[src/rtl/mario_pkg.sv]
// ---------------------------------------------------------------------------
// mario_pkg
// Shared sprite constants and types for the Mario sprite blocks.
//   - mush_state_e : life cycle of a power-up mushroom
//   - dir_e        : horizontal walking direction
//   - MUSH_SIZE, MARIO_W, MARIO_H_SMALL, MARIO_H_BIG : sprite sizes in pixels,
//     11 bits wide so they add straight onto a zero-extended 10-bit coordinate
//   - mario_height() : Mario's height for a given size flag
// ---------------------------------------------------------------------------
package mario_pkg;

    typedef enum logic [1:0] {
        ST_HIDDEN   = 2'd0,
        ST_EMERGING = 2'd1,
        ST_MOVING   = 2'd2,
        ST_CONSUMED = 2'd3
    } mush_state_e;

    typedef enum logic {
        DIR_RIGHT = 1'b0,
        DIR_LEFT  = 1'b1
    } dir_e;

    localparam logic [10:0] MUSH_SIZE     = 11'd16;
    localparam logic [10:0] MARIO_W       = 11'd16;
    localparam logic [10:0] MARIO_H_SMALL = 11'd16;
    localparam logic [10:0] MARIO_H_BIG   = 11'd32;

    // Big Mario is twice as tall as small Mario; width never changes.
    function automatic logic [10:0] mario_height(input logic is_big);
        logic [10:0] h;
        if (is_big) begin
            h = MARIO_H_BIG;
        end else begin
            h = MARIO_H_SMALL;
        end
        return h;
    endfunction

endpackage

[src/rtl/aabb_overlap.sv]
// ---------------------------------------------------------------------------
// aabb_overlap
// Combinational axis-aligned box overlap test, shared by sprite blocks.
// Boxes are half-open: [x, x+w) x [y, y+h). Sums are taken one bit wider than
// the coordinates so nothing wraps near the screen edge.
// Ports:
//   a_x, a_y : box A top-left corner (W bits)
//   a_w, a_h : box A size (W+1 bits)
//   b_x, b_y : box B top-left corner (W bits)
//   b_w, b_h : box B size (W+1 bits)
//   hit      : 1 when the two boxes share at least one pixel
// ---------------------------------------------------------------------------
module aabb_overlap #(
    parameter int unsigned W = 32'd10
) (
    input  logic [W-1:0] a_x,
    input  logic [W-1:0] a_y,
    input  logic [W:0]   a_w,
    input  logic [W:0]   a_h,
    input  logic [W-1:0] b_x,
    input  logic [W-1:0] b_y,
    input  logic [W:0]   b_w,
    input  logic [W:0]   b_h,
    output logic         hit
);

    logic [W:0] a_x_s;
    logic [W:0] a_y_s;
    logic [W:0] b_x_s;
    logic [W:0] b_y_s;
    logic [W:0] a_x_end_s;
    logic [W:0] a_y_end_s;
    logic [W:0] b_x_end_s;
    logic [W:0] b_y_end_s;

    assign a_x_s     = {1'b0, a_x};
    assign a_y_s     = {1'b0, a_y};
    assign b_x_s     = {1'b0, b_x};
    assign b_y_s     = {1'b0, b_y};
    assign a_x_end_s = a_x_s + a_w;
    assign a_y_end_s = a_y_s + a_h;
    assign b_x_end_s = b_x_s + b_w;
    assign b_y_end_s = b_y_s + b_h;

    // Each box must start before the other one ends, on both axes.
    assign hit = (a_x_s < b_x_end_s) && (b_x_s < a_x_end_s) &&
                 (a_y_s < b_y_end_s) && (b_y_s < a_y_end_s);

endmodule

[src/rtl/mushroom_pickup.sv]
// ---------------------------------------------------------------------------
// mushroom_pickup
// Power-up mushroom: spawns from a question block when Mario bumps it, rises
// out of the block over EMERGE_FRAMES frames, walks left/right bouncing off
// the screen edges, and is consumed (one collision pulse) when Mario touches
// it. Consumption is terminal until Reset.
// Ports:
//   Clk          : clock
//   Reset        : synchronous, active-high
//   frame_tick   : one-Clk pulse per video frame, paces all movement
//   block_hit    : Mario bumped the block (only honoured while hidden)
//   mario_x/y    : Mario top-left corner
//   superMario   : 0 = 16x16 Mario, 1 = 16x32 Mario
//   collision    : one-Clk pickup pulse, one Clk after the first overlap
//   mush_visible : mushroom should be drawn
//   mush_x/y     : mushroom top-left corner
// ---------------------------------------------------------------------------
module mushroom_pickup
    import mario_pkg::*;
#(
    parameter logic [9:0]  BLOCK_X       = 10'd200,
    parameter logic [9:0]  BLOCK_Y       = 10'd300,
    parameter int unsigned EMERGE_FRAMES = 32'd16,
    parameter int unsigned SPEED         = 32'd1,
    parameter logic [9:0]  SCREEN_MAX_X  = 10'd639
) (
    input  logic       Clk,
    input  logic       Reset,
    input  logic       frame_tick,
    input  logic       block_hit,
    input  logic [9:0] mario_x,
    input  logic [9:0] mario_y,
    input  logic       superMario,
    output logic       collision,
    output logic       mush_visible,
    output logic [9:0] mush_x,
    output logic [9:0] mush_y
);

    localparam int unsigned     CNT_W      = $clog2(EMERGE_FRAMES + 32'd1);
    localparam logic [CNT_W-1:0] EMERGE_CNT = CNT_W'(EMERGE_FRAMES);
    localparam logic [CNT_W-1:0] CNT_ONE    = CNT_W'(32'd1);
    localparam logic [10:0]     SPEED_X    = 11'(SPEED);
    // Rightmost legal left edge keeps the whole 16-pixel sprite on screen.
    localparam logic [10:0]     X_LIMIT    = {1'b0, SCREEN_MAX_X} - 11'd15;

    mush_state_e      state_q, state_d;
    dir_e             dir_q, dir_d;
    logic [9:0]       x_q, x_d;
    logic [9:0]       y_q, y_d;
    logic [CNT_W-1:0] cnt_q, cnt_d;
    logic             collision_q, collision_d;
    logic             visible_q, visible_d;

    logic             hit_s;
    logic             overlap_s;
    logic [10:0]      x_right_s;
    logic [10:0]      x_left_s;
    logic [CNT_W-1:0] cnt_inc_s;

    aabb_overlap #(
        .W(32'd10)
    ) u_overlap (
        .a_x (mario_x),
        .a_y (mario_y),
        .a_w (MARIO_W),
        .a_h (mario_height(superMario)),
        .b_x (x_q),
        .b_y (y_q),
        .b_w (MUSH_SIZE),
        .b_h (MUSH_SIZE),
        .hit (hit_s)
    );

    // Pickup is only possible while the mushroom is walking.
    assign overlap_s = hit_s && (state_q == ST_MOVING);

    // Candidate positions in 11 bits: bit 10 of x_left_s flags an underflow.
    assign x_right_s = {1'b0, x_q} + SPEED_X;
    assign x_left_s  = {1'b0, x_q} - SPEED_X;
    assign cnt_inc_s = cnt_q + CNT_ONE;

    // Next-state, motion and pickup logic.
    always_comb begin
        state_d     = state_q;
        dir_d       = dir_q;
        x_d         = x_q;
        y_d         = y_q;
        cnt_d       = cnt_q;
        collision_d = 1'b0;

        case (state_q)
            ST_HIDDEN: begin
                if (block_hit) begin
                    state_d = ST_EMERGING;
                    x_d     = BLOCK_X;
                    y_d     = BLOCK_Y;
                    cnt_d   = '0;
                    dir_d   = DIR_RIGHT;
                end else begin
                    state_d = ST_HIDDEN;
                end
            end

            ST_EMERGING: begin
                if (frame_tick) begin
                    y_d   = y_q - 10'd1;
                    cnt_d = cnt_inc_s;
                    if (cnt_inc_s == EMERGE_CNT) begin
                        state_d = ST_MOVING;
                    end else begin
                        state_d = ST_EMERGING;
                    end
                end else begin
                    state_d = ST_EMERGING;
                end
            end

            ST_MOVING: begin
                // A touch on a tick frame is consumed before the step is taken.
                if (overlap_s) begin
                    state_d     = ST_CONSUMED;
                    collision_d = 1'b1;
                end else if (frame_tick) begin
                    if (dir_q == DIR_RIGHT) begin
                        if (x_right_s > X_LIMIT) begin
                            x_d   = X_LIMIT[9:0];
                            dir_d = DIR_LEFT;
                        end else begin
                            x_d = x_right_s[9:0];
                        end
                    end else begin
                        if (x_left_s[10]) begin
                            x_d   = 10'd0;
                            dir_d = DIR_RIGHT;
                        end else begin
                            x_d = x_left_s[9:0];
                        end
                    end
                end else begin
                    state_d = ST_MOVING;
                end
            end

            ST_CONSUMED: begin
                state_d = ST_CONSUMED;
            end

            default: begin
                state_d = ST_HIDDEN;
            end
        endcase

        visible_d = (state_d == ST_EMERGING) || (state_d == ST_MOVING);
    end

    // State and output registers; Reset overrides everything, including a
    // pending pickup, so no pulse can escape after a reset edge.
    always_ff @(posedge Clk) begin
        if (Reset) begin
            state_q     <= ST_HIDDEN;
            dir_q       <= DIR_RIGHT;
            x_q         <= BLOCK_X;
            y_q         <= BLOCK_Y;
            cnt_q       <= '0;
            collision_q <= 1'b0;
            visible_q   <= 1'b0;
        end else begin
            state_q     <= state_d;
            dir_q       <= dir_d;
            x_q         <= x_d;
            y_q         <= y_d;
            cnt_q       <= cnt_d;
            collision_q <= collision_d;
            visible_q   <= visible_d;
        end
    end

    assign collision    = collision_q;
    assign mush_visible = visible_q;
    assign mush_x       = x_q;
    assign mush_y       = y_q;

endmodule

[config.mk]
export PLATFORM = sky130hd
export DESIGN_NAME = mushroom_pickup
export DESIGN_NICKNAME = d
export VERILOG_FILES = /design/src/rtl/mario_pkg.sv /design/src/rtl/aabb_overlap.sv /design/src/rtl/mushroom_pickup.sv
export SDC_FILE = /design/constraint.sdc
export NUM_CORES = 1
export LEC_CHECK = 0
export CORE_MARGIN = 8
export CORE_UTILIZATION = 56
export CTS_BUF_LIST = sky130_fd_sc_hd__clkbuf_16
export DETAILED_ROUTE_END_ITERATION = 12
export GPL_TIMING_DRIVEN = 0
export PLACE_DENSITY_LB_ADDON = 0.25
export SLEW_MARGIN = 20
export SYNTH_ARGS = -nofsm -noshare
export SYNTH_HDL_FRONTEND = slang
export SYNTH_SLANG_ARGS = --single-unit
export TNS_END_PERCENT = 1
[constraint.sdc]
create_clock -name Clk -period 4.5 [get_ports Clk]
set_input_delay 0.9 -clock Clk [delete_from_list [all_inputs] [get_ports Clk]]
set_output_delay 0.9 -clock Clk [all_outputs]
set_load 0.005 [all_outputs]
==> results.yml <==
placement:
  placed_cell_area_um2: 3870
  dp.final_hpwl_mm: 6.88
  gp_congestion: 1.01
  dp_cells: 535
  post-place-ws_ns: 0.215
  io_buffers: 46
global_routing:
  grt_max_degree: 12
  grtUsageTotal_pct: 20.9
  antenna_found_initial: 0
  grt_overflow: 0
  first_global_vias: 3147
  grt_pass1_wl_mm: 14.9
sta:
  fin_skew_ns: 0.00343
  fmax_mhz: 249
  timing.final.crit_share_pct: 89.1
  final-max-slew-violation-count: 0
  worst_pin_slew_ns: 0.679
  hold_viol_final: 0
  grt_setup_unrepaired: "false"
  hold_ws_ns: 0.505
  tns_ns: 0
  worst_slack_ns: 0.491
  setup_viol: 0
  slew_headroom_pct: 54.7
  min_period_ns: 4.01
synthesis:
  netlist.top_cell.by_area: "dfxtp_1"
  synth_nets: 488
  ys.flop_type: "dfxtp_1"
  synth_top_area_share_pct: 18.1
  avgSynthCellArea_um2: 8.02
  synth-seq-area-share_pct: 18.1
  synthTopCellsByArea: "dfxtp_1 (18%), ha_1 (18%), xnor2_1 (5.5%)"
  synth_commonest_cells: "ha_1 (48), a21oi_1 (32), inv_1 (32)"
  ys_ff_latch: 30
  post-synth-top-count-cell: "ha_1"
  async_reset_ff_share_pct: 0
  synth_cell_types: 72
  syn_inst: 414
  syn_area_um2: 3320
  synth_edf_count: 0
  yosysWarnings: 0
clock_tree:
  cts.sinks: 30
  cts_hold_buf: 0
  cts_max_level: 2
  cts-root-buf: "clkbuf_16"
  cts_buffers: 5
  cts_resized: 0
  post-cts-setup-buffers: 0
  cts.path.max_buffers: 2
  worstSkewPairLatency_ns: 0.28
  tritoncts: "yes"
  clkTransAtPathRegs_ns: 0.05
power:
  p_leak_nw: 1.67
  power.density_nw_per_um2: 212
  total_power_mw: 0.862
  ir_drop_mv: 0.241
cells_and_area:
  fin_util_pct: 69.9
  multiInputGateArea_um2: 2490
  design_area_um2: 4060
  register_area_um2: 601
  diodes: 0
  fin_cells: 543
  syn2layout_area_growth_pct: 22.4
  final_layout_size_suffix_gt1_share_pct: 9.19
  nets: 541
  fillers: 503
worst_hold_path:
  min_path_cells: 2
  worstHoldPathType: "register to register"
run_status:
  outcome: "finished clean"
critical_path:
  criticalPathCategory: "primary input to register"
  required_ns: 4.65
  reg2reg_depth: 12
  cp.arrival_ns: 4.16
  start_kind: "primary input"
  cp_max_fo: 6
  endpoint_kind: "register"
die:
  pin_count: 47
  core-area_um2: 5820
  die_area_um2: 8650
  initial_core_util_pct: 57.1
  die_h_um: 93.0
  fp-row-count: 28
  die_w_um: 93.0
route:
  post_drt_wl_per_cell_um: 16.2
  dr_total_vias: 3294
  route.detailed.drc: 0
  first_iter_violations: 272
  wl_mm: 8.79
  drt.antenna.violating_nets: 0
  firstDrtPassIters: 5
  avgViaCountPerCell: 6.07
job:
  drv_cap: 0
[where the power goes]
group / switching [mW] / leakage (nW) / internal (mW)
combinational: 0.0842 / 1.34 / 0.0711
clock: 0.116 / 0.0915 / 0.315
sequential: 0.00528 / 0.243 / 0.271
total: 0.205 / 1.67 / 0.657
[cells in the final DEF, fill, tap and decap left out, types with 3 or more instances in the layout]
master	count
clkbuf_16	5
o211ai_1	3
clkbuf_1	3
and2_1	3
nor2_1	29
o21ai_0	12
buf_2	7
a21oi_1	32
a211oi_1	7
dfxtp_1	30
and3_1	7
nand4_1	8
nand2_1	29
a32oi_1	3
buf_4	6
o31ai_1	3
a221o_1	4
mux2i_1	3
nand3_1	25
inv_1	32
o21ai_1	5
a311o_1	4
nand2b_1	3
ha_1	48
xor2_1	13
nor2b_1	6
xnor2_1	21
nor3_1	12
clkdlybuf4s50_1	46
[per-layer routing]
layer  track usage (%)  vias to the layer above  wire (um)
li1                  -                     1630          -
met1              26.8                     1544       4060
met2              33.6                      105       4000
met3              4.01                       15        555
met4              8.19                        0        184
met5                 0                        -          0
[final timing paths]
check	endpoint	slack, ns	start
max	mush_x[5]	0.49	superMario
min	cnt_q[1]	0.50	cnt_q[1]
max reg2reg	mush_x[5]	1.36	mush_x[4]
min reg2reg	cnt_q[1]	0.50	cnt_q[1]
[logic make-up after synthesis]
kind of cell / share of synthesized area, %
xor+xnor: 8.97
fa+ha+maj: 18.7
simple gates: 22.1
compound gates: 24.0
mux: 1.24
buf+inv: 6.94
flops: 18.1
[sequential cells by signal, indices dropped and copies added, names as in the netlist]
| register | count |
|---|---|
| mush_y | 10 |
| mush_visible | 1 |
| cnt_q | 5 |
| state_q | 2 |
| mush_x | 10 |
| dir_q | 1 |
| collision | 1 |
[area by class of cell]
cell class / instances / area share (%)
Tap cell: 75 / 2.31
Buffer: 17 / 2.53
Multi-Input combinational cell: 333 / 61.3
Clock buffer: 5 / 3.08
Timing Repair Buffer: 46 / 11.3
Clock inverter: 3 / 1.57
Sequential cell: 30 / 14.8
Inverter: 34 / 3.14
[worst max-delay path: stages]
cell,delay [ns]
clkdlybuf4s50_1,0.52
inv_1,0.06
ha_1,0.20
fa_1,0.41
nand3_1,0.10
xor2_1,0.16
ha_1,0.26
a21oi_1,0.13
a311o_1,0.15
and4_4,0.22
o21ai_4,0.09
o311ai_4,0.42
a2111oi_0,0.19
a221o_1,0.32
(Power assumes the default switching activity.)
